`config.mk`:
```
export PLATFORM = sky130hd
export DESIGN_NAME = ksa_pipe_adder
export DESIGN_NICKNAME = d
export VERILOG_FILES = /design/src/rtl/ksa_pipe_adder.sv
export SDC_FILE = /design/constraint.sdc
export NUM_CORES = 1
export LEC_CHECK = 0
export CAP_MARGIN = 10
export CORE_MARGIN = 10
export CORE_UTILIZATION = 45
export CTS_BUF_LIST = sky130_fd_sc_hd__clkbuf_4
export DETAILED_ROUTE_END_ITERATION = 6
export GPL_TIMING_DRIVEN = 0
export PLACE_DENSITY_LB_ADDON = 0.25
export SYNTH_ARGS = -nofsm -noshare
export SYNTH_HDL_FRONTEND = slang
export SYNTH_SLANG_ARGS = --single-unit
```
`constraint.sdc`:
```
create_clock -name GCLK_Pad -period 2.2 [get_ports GCLK_Pad]
set_clock_uncertainty 0.2 [all_clocks]
set_input_delay 0.22 -clock GCLK_Pad [delete_from_list [all_inputs] [get_ports GCLK_Pad]]
set_output_delay 0.22 -clock GCLK_Pad [all_outputs]
set_load 0.005 [all_outputs]
```
`src/rtl/ksa_pipe_adder.sv`:
```
// Fully pipelined Kogge-Stone adder: capture, p/g, one stage per prefix level, sum (latency LEVELS+2).
// Optional subtract mode is enabled by defining KSA_SUB_EN, which adds the sub_Pad input.
module ksa_pipe_adder #(
  parameter int WIDTH = 4
) (
  input  logic             GCLK_Pad,
  input  logic             RST_Pad,
  input  logic             in_valid_Pad,
  input  logic [WIDTH-1:0] a_Pad,
  input  logic [WIDTH-1:0] b_Pad,
  input  logic             cin_Pad,
`ifdef KSA_SUB_EN
  input  logic             sub_Pad,
`endif
  output logic             out_valid_Pad,
  output logic [WIDTH-1:0] sum_Pad,
  output logic             cout_Pad
);

  localparam int LEVELS = $clog2(WIDTH + 1);
  localparam logic [WIDTH:0] ALL_ONES = {(WIDTH + 1){1'b1}};

  logic             cap_v_q;
  logic [WIDTH-1:0] a_q;
  logic [WIDTH-1:0] b_q;
  logic             cin_q;
  logic [WIDTH-1:0] b_d;
  logic             cin_d;

  // Tree node 0 is the carry-in (bit position -1); node i+1 is operand bit i.
  logic [WIDTH:0]   g_q  [0:LEVELS];
  logic [WIDTH:0]   p_q  [0:LEVELS];
  logic [WIDTH-1:0] pd_q [0:LEVELS];
  logic [WIDTH:0]   g_d  [0:LEVELS];
  logic [WIDTH:0]   p_d  [0:LEVELS];
  logic [WIDTH-1:0] pd_d [0:LEVELS];
  logic [LEVELS:0]  v_q;
  logic [LEVELS:0]  en_s;

  always_comb begin
    b_d   = b_Pad;
    cin_d = cin_Pad;
`ifdef KSA_SUB_EN
    if (sub_Pad) begin
      b_d   = ~b_Pad;
      cin_d = 1'b1;
    end else begin
      b_d   = b_Pad;
      cin_d = cin_Pad;
    end
`endif
  end

  always_ff @(posedge GCLK_Pad or posedge RST_Pad) begin
    if (RST_Pad) begin
      cap_v_q <= 1'b0;
      a_q     <= {WIDTH{1'b0}};
      b_q     <= {WIDTH{1'b0}};
      cin_q   <= 1'b0;
    end else begin
      cap_v_q <= in_valid_Pad;
      if (in_valid_Pad) begin
        a_q   <= a_Pad;
        b_q   <= b_d;
        cin_q <= cin_d;
      end
    end
  end

  assign en_s = {v_q[LEVELS-1:0], cap_v_q};

  // Level k pairs each node with the one 2^(k-1) below it; low nodes without a partner pass through.
  always_comb begin
    g_d[0]  = {a_q & b_q, cin_q};
    p_d[0]  = {a_q ^ b_q, 1'b0};
    pd_d[0] = a_q ^ b_q;
    for (int k = 1; k <= LEVELS; k++) begin
      g_d[k]  = g_q[k-1] | (p_q[k-1] & (g_q[k-1] << (32'd1 << (k - 1))));
      p_d[k]  = p_q[k-1] & ((p_q[k-1] << (32'd1 << (k - 1))) | ~(ALL_ONES << (32'd1 << (k - 1))));
      pd_d[k] = pd_q[k-1];
    end
  end

  always_ff @(posedge GCLK_Pad or posedge RST_Pad) begin
    if (RST_Pad) begin
      v_q <= {(LEVELS + 1){1'b0}};
      for (int k = 0; k <= LEVELS; k++) begin
        g_q[k]  <= {(WIDTH + 1){1'b0}};
        p_q[k]  <= {(WIDTH + 1){1'b0}};
        pd_q[k] <= {WIDTH{1'b0}};
      end
    end else begin
      v_q <= en_s;
      for (int k = 0; k <= LEVELS; k++) begin
        if (en_s[k]) begin
          g_q[k]  <= g_d[k];
          p_q[k]  <= p_d[k];
          pd_q[k] <= pd_d[k];
        end
      end
    end
  end

  always_ff @(posedge GCLK_Pad or posedge RST_Pad) begin
    if (RST_Pad) begin
      out_valid_Pad <= 1'b0;
      sum_Pad       <= {WIDTH{1'b0}};
      cout_Pad      <= 1'b0;
    end else begin
      out_valid_Pad <= v_q[LEVELS];
      if (v_q[LEVELS]) begin
        sum_Pad  <= pd_q[LEVELS] ^ g_q[LEVELS][WIDTH-1:0];
        cout_Pad <= g_q[LEVELS][WIDTH];
      end
    end
  end

endmodule

```
# Yosys cells after proc, flatten, opt, wreduce, memory -nomap -nowiden
# Index checks and enable logic that the tools add are counted.
# op_classes
n_bitwise,11
# op_table
op,count
$and 5x5->5,5
$or 5x5->5,3
$xor 4x4->4,2
$and 4x4->4,1
# totals
elab_cells,29
in_bits,12
regBits,66

# Depth between registers and ports, before layout
# depth
depth_word,2
depth_mapped,4
ltp_nobuf,2

# Worst setup path after synthesis
# OpenSTA, ideal clock, no wires.
# synth_path
path_kind,reg2reg
startpoint,register a_q[2]
endpoint,register pd_q (netlist bit pd_d[10])
setup_slack_ns,1.001
required_time_ns,1.875
n_path_buf,0
t_arrival_ns,0.875
period_less_slack_ns,1.199
setup_time_ns,0.125
path_stages_with_launch,3
path_cell_list,dfrtp_1 -> ha_1 -> mux2_2
# synth_rtl
item,line,text
start: declaration,24,logic [WIDTH-1:0] a_q;
start signal: assignment,57,a_q <= {WIDTH{1'b0}};
start signal: assignment,63,a_q <= a_Pad;
end signal: indexed assignment,90,pd_q[k] <= {WIDTH{1'b0}};
end signal: indexed assignment,98,pd_q[k] <= pd_d[k];
end: declaration,33,logic [WIDTH-1:0] pd_q [0:LEVELS];

# Final worst setup path
# layout_path
startpoint,register sum_Pad[3]
endpoint,output sum_Pad[3]
# layout_rtl
item,line,text
start: declaration,16,"output logic [WIDTH-1:0] sum_Pad,"
start signal: assignment,107,sum_Pad <= {WIDTH{1'b0}};
start signal: assignment,112,sum_Pad <= pd_q[LEVELS] ^ g_q[LEVELS][WIDTH-1:0];
# No word-level cell between the ends.

==> summary by stage <==
Routing
The routed length per placed instance is 13.2 µm. The detailed-routing iteration count for the pre-antenna-repair pass is 4. In this run the remaining antenna-violating nets after routing total 0.

The overall via count from detail_route is 1262. The first routing iteration left 38 violations. The per-cell via count in the routed design is 4.87. The post-detailed-route DRC marker count is 0.

The routed wire length is about 3.4 mm.

STA
The hold violation total from the final report was 0. The worst max-slew margin expressed relative to the limit is 0.590. Setup repair after global routing left no endpoint under its margin. The highest achievable clock rate is 0.602 GHz. After layout, the minimum clock period comes to 1.66 ns. The worst hold slack is roughly 0.028 ns.

The final setup violation count is 0. Dividing the final minimum period by the clock period gives 0.755. The transition time of the tightest slew-check pin is 0.614 ns. The max-slew violation count is 0.

Yosys
The number of distinct library cell variants in the gate-level netlist after synthesis is 13. The flip-flop and latch count after synthesis is 60. After technology mapping, the gate count stands at 158. The synthesized netlist occupies a cell area of 2280 µm². The sequential fraction of the synthesis area is 0.659. The mean area per synthesized cell is approximately 14 µm². The number of nets in the synthesized netlist is 174.

The Yosys step of the flow raised 0 warnings.

Worst hold path
The class of the most critical hold timing path is input pin to asynchronous set/reset pin.

Worst setup path
The launching instance or port of the critical path is sum_Pad[3]. The startpoint type of the worst setup path is a register. The worst setup path is of the register to output port kind.

The arrival time of data at the critical path endpoint is 1.24 ns. The signal on the critical path passes through clkdlybuf4s50_1. At the worst endpoint, the required time is 1.78 ns. The kind of end point of the critical path is an output port. The worst-path cell with the longest stage delay is sky130_fd_sc_hd__clkdlybuf4s50_1.

The worst-path maximum fanout is 2. The family of cells with the greatest summed delay on the critical path is buffers and inverters. The startpoint identified for the worst register-to-register timing path is v_q[1].

In this run the register-to-register setup slack is 0.91 ns. The critical path's largest stage delay is 0.50 ns. The buffers plus inverters on the worst setup path is 1.

Power and ir drop
The peak supply drop is 484 µV. Overall power consumption after layout is estimated at 0.00269 W. The analysis attributes to cell leakage a power of approximately 1.2 nW. Power spread over the standard cell area amounts to 1000 nW/µm².

Placement
The count of buffers added on input and output ports is 17. The last weighted congestion value of the routability-driven placer is approximately 0.74. Summing all placed instances gives a cell area of 2550 µm². Once detailed placement completed, the half-perimeter wirelength came to between 2 and 2.5 mm. In this run, placement finished with an instance count of 243.

CTS
Gates resized during post-CTS repair numbered 0. The CTS tree is done. Buffers added to address setup during post-CTS repair amount to 0. The count of hold-fix buffers inserted at cts is 0. The maximum buffer depth of the clock tree is 2. The later pin in the worst-skew pair is clocked with a latency of about 0.39 ns. The clock root buffer is sky130_fd_sc_hd__clkbuf_4. The number of clock buffers inserted by TritonCTS is 9. The count of clock tree sinks is 60. Clock-pin slew was measured on the worst setup and hold paths at 0.10 ns. CTS built an H-tree with a depth of 3.

Flow run
Max-cap violations in this run came to 0.

Final layout
The post-route cell area is roughly 2700 µm². The layout cell share with drive strength beyond 1 is 0.318. The finished layout holds 259 standard cells, fillers aside. The area added between synthesis and finish is 17.7%. The final core utilization is 0.557. The number of antenna diodes in the final layout is 0. After the last flow step, the layout net total stands at between 200 and 250.

GRT
The via count of the first global-routing pass is 1409. Entering global routing, the biggest net connects 33 pins. The global-route wire length before repair is 6.37 mm.

The overall routing resource usage is 0.0939. The final global-route overflow total is 0. The initial antenna violation count is 0.

Die
The total die area is approximately 8300 µm². The floorplan die height is 91.2 µm. Measured along the x axis, the die boundary spans 91.2 µm. In this run the count of I/O pins placed on the die edge is 18. In this run the core area contains 25 standard-cell rows. The initial utilization of the core area, before any placement, comes to 0.473. The core region is just under 5000 µm².

Outcome
The flow ran to the end, and the final reports show no timing, DRC or antenna violations.
-- cell usage after synthesis, drive strengths merged --
master	n	area share
xnor2	4	0.015
inv	5	0.0082
nor2	12	0.020
nand3	4	0.0088
a21oi	20	0.044
ha	4	0.022
mux2	38	0.19
o21ai	4	0.0088
buf	7	0.023
dfrtp	60	0.66
-- placed cells by master (no fill, tap or decap) --
cell	instances
sky130_fd_sc_hd__clkinv_1	2
sky130_fd_sc_hd__buf_4	2
sky130_fd_sc_hd__mux2_4	2
sky130_fd_sc_hd__buf_6	2
sky130_fd_sc_hd__inv_2	1
sky130_fd_sc_hd__nand3_1	4
sky130_fd_sc_hd__inv_1	4
sky130_fd_sc_hd__dfrtp_1	60
sky130_fd_sc_hd__buf_2	3
sky130_fd_sc_hd__mux2_2	36
sky130_fd_sc_hd__clkdlybuf4s50_1	17
sky130_fd_sc_hd__nor2_1	12
sky130_fd_sc_hd__xnor2_1	4
sky130_fd_sc_hd__bufinv_16	1
sky130_fd_sc_hd__ha_1	4
sky130_fd_sc_hd__o21ai_0	4
sky130_fd_sc_hd__clkinvlp_4	1
sky130_fd_sc_hd__clkinv_2	2
sky130_fd_sc_hd__a21oi_1	20
sky130_fd_sc_hd__buf_12	1
sky130_fd_sc_hd__clkbuf_4	10
-- flip-flops by register name, summed over array words and instances, names as in the netlist, 4 cells and up --
register,cells
v_q,4
sum_Pad,4
g_q,20
a_q,4
p_q,4
b_q,4
pd_q,4
pd_d,12
-- metal layers --
metal	up-vias	GRT usage	part of all wire
li1	612	-	-
met1	617	0.104	0.44
met2	26	0.147	0.48
met3	7	0.0387	0.056
met4	0	0.0587	0.022
met5	-	0	0
-- power breakdown --
part	switching, W	internal (W)
combinational	0.000159	0.000307
clock	0.000369	0.000348
sequential	0.000159	0.00135
total	0.000688	0.00200
-- final timing paths --
kind / endpoint / depth (start not counted)
hold / removal: cap_v_q / 2
hold reg to reg: v_q[1] / 0
setup reg to reg: pd_d[0] / 2
setup / recovery: sum_Pad[3] / 1
min in group GCLK_Pad: cap_v_q / 1
max in group asynchronous: p_q[9] / 3
-- cells by family after synthesis --
| family | synth area share |
|---|---|
| AOI/OAI and AO/OA | 0.0527 |
| xor gates and xnor gates | 0.0154 |
| muxes | 0.191 |
| DFF | 0.659 |
| and+or+nand+nor | 0.0286 |
| buffers and inverters | 0.0313 |
| adders and majority gates | 0.0220 |
-- stage by stage --
| stage | TNS (ns) | setup slack (ns) |
|---|---|---|
| floorplan | 0 | 0.295 |
| global placement | -34.75 | -0.581 |
| detailed placement | 0 | 0.585 |
| CTS | 0 | 0.497 |
| global route | 0 | 0.444 |
| finish | 0 | 0.538 |
-- final cells by class --
| type | instances | area, µm² |
|---|---|---|
| Inverter | 5 | 18.8 |
| Multi-Input combinational cell | 86 | 706 |
| Buffer | 7 | 52.6 |
| Clock buffer | 10 | 75.1 |
| Sequential cell | 60 | 1500 |
| Fill cell | 433 | 2130 |
| Clock inverter | 6 | 55.1 |
| Tap cell | 67 | 83.8 |
| Timing Repair Buffer | 18 | 190 |
Power figures use the tool's default switching activity.
